<file path="src/rtl/vts_pkg.sv">
// ---------------------------------------------------------------------------
// vts_pkg
// Shared definitions for the vector test sequencer:
//   - vts_state_t : sequencer FSM state encoding
//   - EXP_LSB     : bit offset of the expected-value field in a vector word
//   - in_lsb()    : bit offset of the stimulus field (follows the expected field)
//   - last_bit()  : bit index of the end-of-test flag (the word's MSB)
//   - ERR_MAX     : saturation value of the mismatch counter
// Vector word layout, MSB to LSB: {last, inputs[IN_W], expected[OUT_W]}.
// ---------------------------------------------------------------------------
package vts_pkg;

    typedef enum logic [2:0] {
        S_IDLE,
        S_FETCH,
        S_LOAD,
        S_SETTLE,
        S_CHECK,
        S_DONE
    } vts_state_t;

    localparam int          EXP_LSB = 0;
    localparam logic [15:0] ERR_MAX = 16'hFFFF;

    function automatic int in_lsb(input int out_w);
        return EXP_LSB + out_w;
    endfunction

    function automatic int last_bit(input int in_w, input int out_w);
        return in_lsb(out_w) + in_w;
    endfunction

endpackage

</file>
<file path="src/rtl/vts_err_counter.sv">
// ---------------------------------------------------------------------------
// vts_err_counter
// Saturating mismatch counter with capture of the first failing address.
// Ports:
//   clk            : clock, rising edge
//   reset          : asynchronous, active-low reset
//   clear          : synchronous clear at the start of a run
//   check          : a vector is being compared this cycle
//   mismatch       : the compared vector failed
//   addr           : address of the vector being compared
//   err_count      : number of mismatches, sticks at ERR_MAX
//   first_err_addr : address of the first mismatch of the run, 0 if none
// ---------------------------------------------------------------------------
module vts_err_counter
    import vts_pkg::*;
#(
    parameter int ADDR_W = 4
) (
    input  logic              clk,
    input  logic              reset,
    input  logic              clear,
    input  logic              check,
    input  logic              mismatch,
    input  logic [ADDR_W-1:0] addr,
    output logic [15:0]       err_count,
    output logic [ADDR_W-1:0] first_err_addr
);

    // A zero count means no mismatch has been seen yet this run, so the
    // count itself tells us when to capture the first failing address.
    always_ff @(posedge clk or negedge reset) begin
        if (!reset) begin
            err_count      <= '0;
            first_err_addr <= '0;
        end else if (clear) begin
            err_count      <= '0;
            first_err_addr <= '0;
        end else if (check && mismatch) begin
            if (err_count != ERR_MAX) begin
                err_count <= err_count + 16'd1;
            end
            if (err_count == '0) begin
                first_err_addr <= addr;
            end
        end
    end

endmodule

</file>
<file path="src/rtl/vector_test_sequencer.sv">
// ---------------------------------------------------------------------------
// vector_test_sequencer
// Walks a vector memory, applies each stimulus to an external DUT, waits
// SETTLE cycles, compares the DUT response against the stored expected value
// and reports pass/fail with error statistics.
// Optional build macro: VTS_STOP_ON_ERROR_EN -- when defined the run ends at
// the first mismatching vector; otherwise every vector up to the last flag or
// the end of memory is checked.
// Ports:
//   clk            : clock, rising edge
//   reset          : asynchronous, active-low reset
//   start          : begin a run (only honoured in IDLE)
//   abort          : terminate the current run
//   vec_addr       : vector memory read address
//   vec_data       : {last, inputs, expected}, valid one cycle after vec_addr
//   dut_in         : registered stimulus to the DUT
//   dut_out        : DUT response
//   busy           : a run is in progress
//   done           : run finished, held until the next accepted start
//   pass           : valid with done; 1 when no mismatches were seen
//   err_count      : saturating mismatch count
//   vec_count      : vectors checked in the current or last run
//   first_err_addr : address of the first mismatching vector, 0 if none
// ---------------------------------------------------------------------------
module vector_test_sequencer
    import vts_pkg::*;
#(
    parameter int IN_W   = 3,
    parameter int OUT_W  = 1,
    parameter int ADDR_W = 4,
    parameter int SETTLE = 0
) (
    input  logic                  clk,
    input  logic                  reset,
    input  logic                  start,
    input  logic                  abort,
    output logic [ADDR_W-1:0]     vec_addr,
    input  logic [IN_W+OUT_W:0]   vec_data,
    output logic [IN_W-1:0]       dut_in,
    input  logic [OUT_W-1:0]      dut_out,
    output logic                  busy,
    output logic                  done,
    output logic                  pass,
    output logic [15:0]           err_count,
    output logic [ADDR_W:0]       vec_count,
    output logic [ADDR_W-1:0]     first_err_addr
);

    localparam int                IN_LSB      = in_lsb(OUT_W);
    localparam int                LAST_BIT    = last_bit(IN_W, OUT_W);
    localparam logic [ADDR_W-1:0] ADDR_MAX    = '1;
    // Only reachable when SETTLE > 0, so the wrap for SETTLE = 0 is harmless.
    localparam logic [3:0]        SETTLE_LAST = 4'(SETTLE - 1);

`ifdef VTS_STOP_ON_ERROR_EN
    localparam logic STOP_ON_ERR = 1'b1;
`else
    localparam logic STOP_ON_ERR = 1'b0;
`endif

    vts_state_t         state;
    logic [OUT_W-1:0]   exp_q;
    logic               last_q;
    logic [3:0]         settle_cnt;
    logic               in_check;
    logic               mismatch;
    logic               run_clear;
    logic               end_of_run;
    logic               run_active;

    assign in_check   = (state == S_CHECK);
    assign mismatch   = in_check && (dut_out != exp_q);
    // abort wins over start when both arrive together in IDLE
    assign run_clear  = (state == S_IDLE) && start && !abort;
    // the address never wraps: the top of memory always ends the run
    assign end_of_run = last_q || (vec_addr == ADDR_MAX) || (STOP_ON_ERR && mismatch);
    assign run_active = (state == S_FETCH) || (state == S_LOAD) ||
                        (state == S_SETTLE) || (state == S_CHECK);

    vts_err_counter #(
        .ADDR_W (ADDR_W)
    ) u_err_counter (
        .clk            (clk),
        .reset          (reset),
        .clear          (run_clear),
        .check          (in_check),
        .mismatch       (mismatch),
        .addr           (vec_addr),
        .err_count      (err_count),
        .first_err_addr (first_err_addr)
    );

    // Main sequencer. vec_addr doubles as the vector index; it is loaded on
    // entry to FETCH so the memory sees it during FETCH and returns the word
    // during LOAD. busy/done/pass are registered alongside the state so they
    // track it exactly. pass is resolved on the CHECK->DONE edge and has to
    // include the mismatch of the vector being checked in that same cycle.
    always_ff @(posedge clk or negedge reset) begin
        if (!reset) begin
            state      <= S_IDLE;
            vec_addr   <= '0;
            dut_in     <= '0;
            exp_q      <= '0;
            last_q     <= 1'b0;
            settle_cnt <= '0;
            vec_count  <= '0;
            busy       <= 1'b0;
            done       <= 1'b0;
            pass       <= 1'b0;
        end else if (abort && run_active) begin
            state <= S_IDLE;
            busy  <= 1'b0;
        end else begin
            case (state)
                S_IDLE: begin
                    if (run_clear) begin
                        state     <= S_FETCH;
                        vec_addr  <= '0;
                        vec_count <= '0;
                        done      <= 1'b0;
                        pass      <= 1'b0;
                        busy      <= 1'b1;
                    end
                end
                S_FETCH: begin
                    state <= S_LOAD;
                end
                S_LOAD: begin
                    dut_in     <= vec_data[IN_LSB +: IN_W];
                    exp_q      <= vec_data[EXP_LSB +: OUT_W];
                    last_q     <= vec_data[LAST_BIT];
                    settle_cnt <= '0;
                    state      <= (SETTLE > 0) ? S_SETTLE : S_CHECK;
                end
                S_SETTLE: begin
                    if (settle_cnt == SETTLE_LAST) begin
                        state <= S_CHECK;
                    end else begin
                        settle_cnt <= settle_cnt + 4'd1;
                    end
                end
                S_CHECK: begin
                    vec_count <= vec_count + 1'b1;
                    if (end_of_run) begin
                        state <= S_DONE;
                        busy  <= 1'b0;
                        done  <= 1'b1;
                        pass  <= (err_count == '0) && !mismatch;
                    end else begin
                        vec_addr <= vec_addr + 1'b1;
                        state    <= S_FETCH;
                    end
                end
                S_DONE: begin
                    state <= S_IDLE;
                end
                default: begin
                    state <= S_IDLE;
                    busy  <= 1'b0;
                end
            endcase
        end
    end

endmodule

</file>
<file path="config.mk">
export PLATFORM = sky130hd
export DESIGN_NAME = vector_test_sequencer
export DESIGN_NICKNAME = d
export VERILOG_FILES = /design/src/rtl/vts_pkg.sv /design/src/rtl/vts_err_counter.sv /design/src/rtl/vector_test_sequencer.sv
export SDC_FILE = /design/constraint.sdc
export NUM_CORES = 1
export LEC_CHECK = 0
export CORE_MARGIN = 5
export CORE_UTILIZATION = 45
export CTS_CLUSTER_SIZE = 14
export DETAILED_ROUTE_END_ITERATION = 10
export PLACE_DENSITY = 0.72
export SETUP_SLACK_MARGIN = 0.02
export SLEW_MARGIN = 30
export SYNTH_ARGS = -nofsm -noshare
export SYNTH_HDL_FRONTEND = slang
export SYNTH_SLANG_ARGS = --single-unit
</file>
<file path="constraint.sdc">
create_clock -name clk -period 2.2 [get_ports clk]
set_clock_uncertainty 0.1 [all_clocks]
set_input_delay 0.33 -clock clk [delete_from_list [all_inputs] [get_ports clk]]
set_output_delay 0.33 -clock clk [all_outputs]
set_load 0.02 [all_outputs]
</file>
==> impl_metrics.tcl <==
set metrics [dict create \
    syn_inst 247 \
    rsz0062_at_grt "true" \
    p_leak_nw 1.32 \
    tightest_slew_ns 0.545 \
    cts_tree "done" \
    crit_buf_inv 1 \
    gp_congestion 0.861 \
    end_kind "flip-flop" \
    p_total_mw 1.75 \
    startpoint_type "flip-flop" \
    clkLatencyLatePin_ns 0.30 \
    arrival_ns 2.22 \
    fmax_mhz 477 \
    final_layout_size_suffix_gt1_frac 0.148 \
    fillers 439 \
    hp-class "flip-flop to flip-flop" \
    avgSynthCellArea_um2 9.59 \
    die_y_um 82.6 \
    post-route-min-period_ns 2.10 \
    core_mm2 0.00511 \
    setup_viol 0 \
    io_buffers 44 \
    crit_type "flip-flop to flip-flop" \
    required_ns 2.32 \
    fin_nets 326 \
    first_global_vias 2026 \
    status "finished clean" \
    syn_nets 262 \
    cts.path.max_buffers 2 \
    grt_first_pass_wirelength_um 9640 \
    grt_antenna_before_repair 0 \
    vdd_ir_drop_max_mv 0.396 \
    fin_cells 381 \
    firstDrtPassIters 4 \
    rows 26 \
    initialDrtViolationCount 148 \
    pin_count 45 \
    worstPathMaxFanout 6 \
    dp.cells 373 \
    vias 2156 \
    vias_per_cell 5.66 \
    clock_sinks 44 \
    hpwl_um 4280 \
    cts_setup_buffers 0 \
    path_cells "or3b_4 -> buf_4 -> or4_4 -> a2111o_1 -> o21ai_0" \
    final_area_mm2 0.00314 \
    cts_buffers 5 \
    async_flop_share 1.00 \
    die_area_mm2 0.00681 \
    syn2layout_area_growth_pct 32.8 \
    diodes 0 \
    grt.total_usage 0.184 \
    cp_slowest_cell "or4_4" \
    ant_nets 0 \
    ys_ff_latch 44 \
    htree_levels 2 \
    fin_crit_sh 0.954 \
    slew_violations 0 \
    grt_max_degree 24 \
    synth-edff-count 0 \
    drt-wirelength-per-cell_um 14.9 \
    cap_viol_max_count 0 \
    critPathTopFamily "simple AND/OR/NAND/NOR gates" \
    overflow 0 \
    slew_headroom 0.637 \
    yosysWarnings 0 \
    path_clk_slew_ns 0.09 \
    hold_viol 0 \
    slowest_delay_ns 0.53 \
    place_area_mm2 0.00304 \
    cts_root_buf "clkbuf_8" \
    powerDensity_mw_per_mm2 555 \
    wl_um 5670 \
    die_w_um 82.6 \
    synth-main-ff-cell "dfrtp_1" \
    drcViolationCount 0 \
    start_util 0.464 \
    netlist_area_mm2 0.00237 \
    synth.distinct_cells 48 \
    seq_area_frac_synth 0.465 \
]
## stage by stage
| stage | hold WS (ns) | util | TNS, ns | setup slack, ns |
|---|---|---|---|---|
| final | 0.410 | 0.616 | 0 | 0.102 |
| after global routing | 0.422 | 0.616 | 0 | 0.0149 |
| after CTS | 0.414 | 0.613 | 0 | 0.0532 |
| after detailed placement | 0.254 | 0.595 | -0.924 | -0.221 |
| after global placement | 0.250 | 0.595 | -0.642 | -0.188 |
| after floorplan | -0.0656 | - | 0 | 0.0272 |
## cell usage in the layout, fill, tap and decap left out, types with 6 or more instances in the layout
| cell | n |
|---|---|
| a21oi_1 | 20 |
| and3_1 | 6 |
| buf_4 | 23 |
| clkdlybuf4s50_1 | 43 |
| dfrtp_1 | 44 |
| inv_1 | 8 |
| mux2_2 | 6 |
| mux2i_1 | 6 |
| nand2_1 | 22 |
| nand3_1 | 11 |
| nor2_1 | 10 |
| o21ai_0 | 15 |
| xor2_1 | 6 |
## Yosys cell counts, types with 2 or more instances
cell type,instances,area share
o21ai_0,15,0.032
clkbuf_1,10,0.016
nor4b_1,2,0.0074
nor3_1,5,0.011
nand2b_1,3,0.0079
o311ai_0,2,0.0074
and3_1,6,0.016
and4_1,5,0.018
xor2_1,6,0.022
mux2_2,6,0.029
ha_1,5,0.026
nand4_1,5,0.013
a21oi_1,21,0.044
a2111oi_0,2,0.0074
o211ai_1,2,0.0063
a211oi_1,2,0.0063
o41ai_1,2,0.0074
nor3b_1,2,0.0063
o31ai_1,5,0.016
o2bb2ai_1,2,0.0074
nand3_1,11,0.023
and2_1,5,0.013
or3_1,3,0.0079
nand2_1,23,0.036
mux2i_1,6,0.025
dfrtp_1,44,0.46
nor4_1,4,0.011
nor2_1,10,0.016
inv_1,8,0.013
or4_1,6,0.019
buf_2,2,0.0042
## worst paths after layout
path,startpoint,endpoint,slack (ns),depth (start not counted)
setup / recovery,state[1],u_err_counter.err_count[6],0.10,5
hold / removal,busy,busy,0.41,1
setup reg to reg,state[1],u_err_counter.err_count[6],0.10,5
hold reg to reg,busy,busy,0.41,1
max in group asynchronous,reset,u_err_counter.err_count[6],1.05,3
min in group asynchronous,reset,u_err_counter.err_count[8],0.44,2
## power breakdown
part	internal [mW]	total [mW]	leakage (nW)	switching (mW)
Sequential	0.859	0.902	0.601	0.0432
Combinational	0.174	0.351	0.675	0.177
Clock	0.215	0.492	0.0400	0.277
Total	1.25	1.75	1.32	0.497
## sequential cells by signal (all words and copies together) (netlist names)
| signal | cells |
|---|---|
| u_err_counter.err_count | 16 |
| vec_count | 5 |
| settle_cnt | 4 |
| u_err_counter.first_err_addr | 4 |
| vec_addr | 4 |
| dut_in | 3 |
| state | 3 |
| busy | 1 |
| done | 1 |
| exp_q | 1 |
| last_q | 1 |
| pass | 1 |
## kinds of logic (layout without fill, tap and decap cells)
| family | count (synthesis) | in the layout | synth area share |
|---|---|---|---|
| compound gates | 65 | 65 | 0.178 |
| xor+xnor | 7 | 7 | 0.0259 |
| fa+ha+maj | 5 | 5 | 0.0264 |
| buf+inv | 20 | 84 | 0.0328 |
| flops | 44 | 44 | 0.465 |
| mux | 12 | 12 | 0.0539 |
| simple gates | 94 | 94 | 0.219 |
## layout make-up
cell class                      instances  area, um^2  area share
Clock buffer                            5        68.8      0.0219
Clock inverter                          2        12.5     0.00398
Inverter                                8        30.0     0.00955
Multi-Input combinational cell        183        1210       0.384
Sequential cell                        44        1100       0.350
Tap cell                               70        87.6      0.0279
Timing Repair Buffer                   69         638       0.203
## per-layer routing
layer  vias to the layer above  wire (um)  global-route usage
li1                       1065          -                   -
met1                      1029       2750               0.255
met2                        56       2550               0.286
met3                         6        293              0.0412
met4                         0         74              0.0572
met5                         -          0                   0
## timing repair
item | CTS | global route
hold buffers | 1 | 0
resized for setup | 1 | 4
hold endpoints to repair | 22 | 0
setup endpoints to repair | 1 | 4
Power figures use the tool's default switching activity.
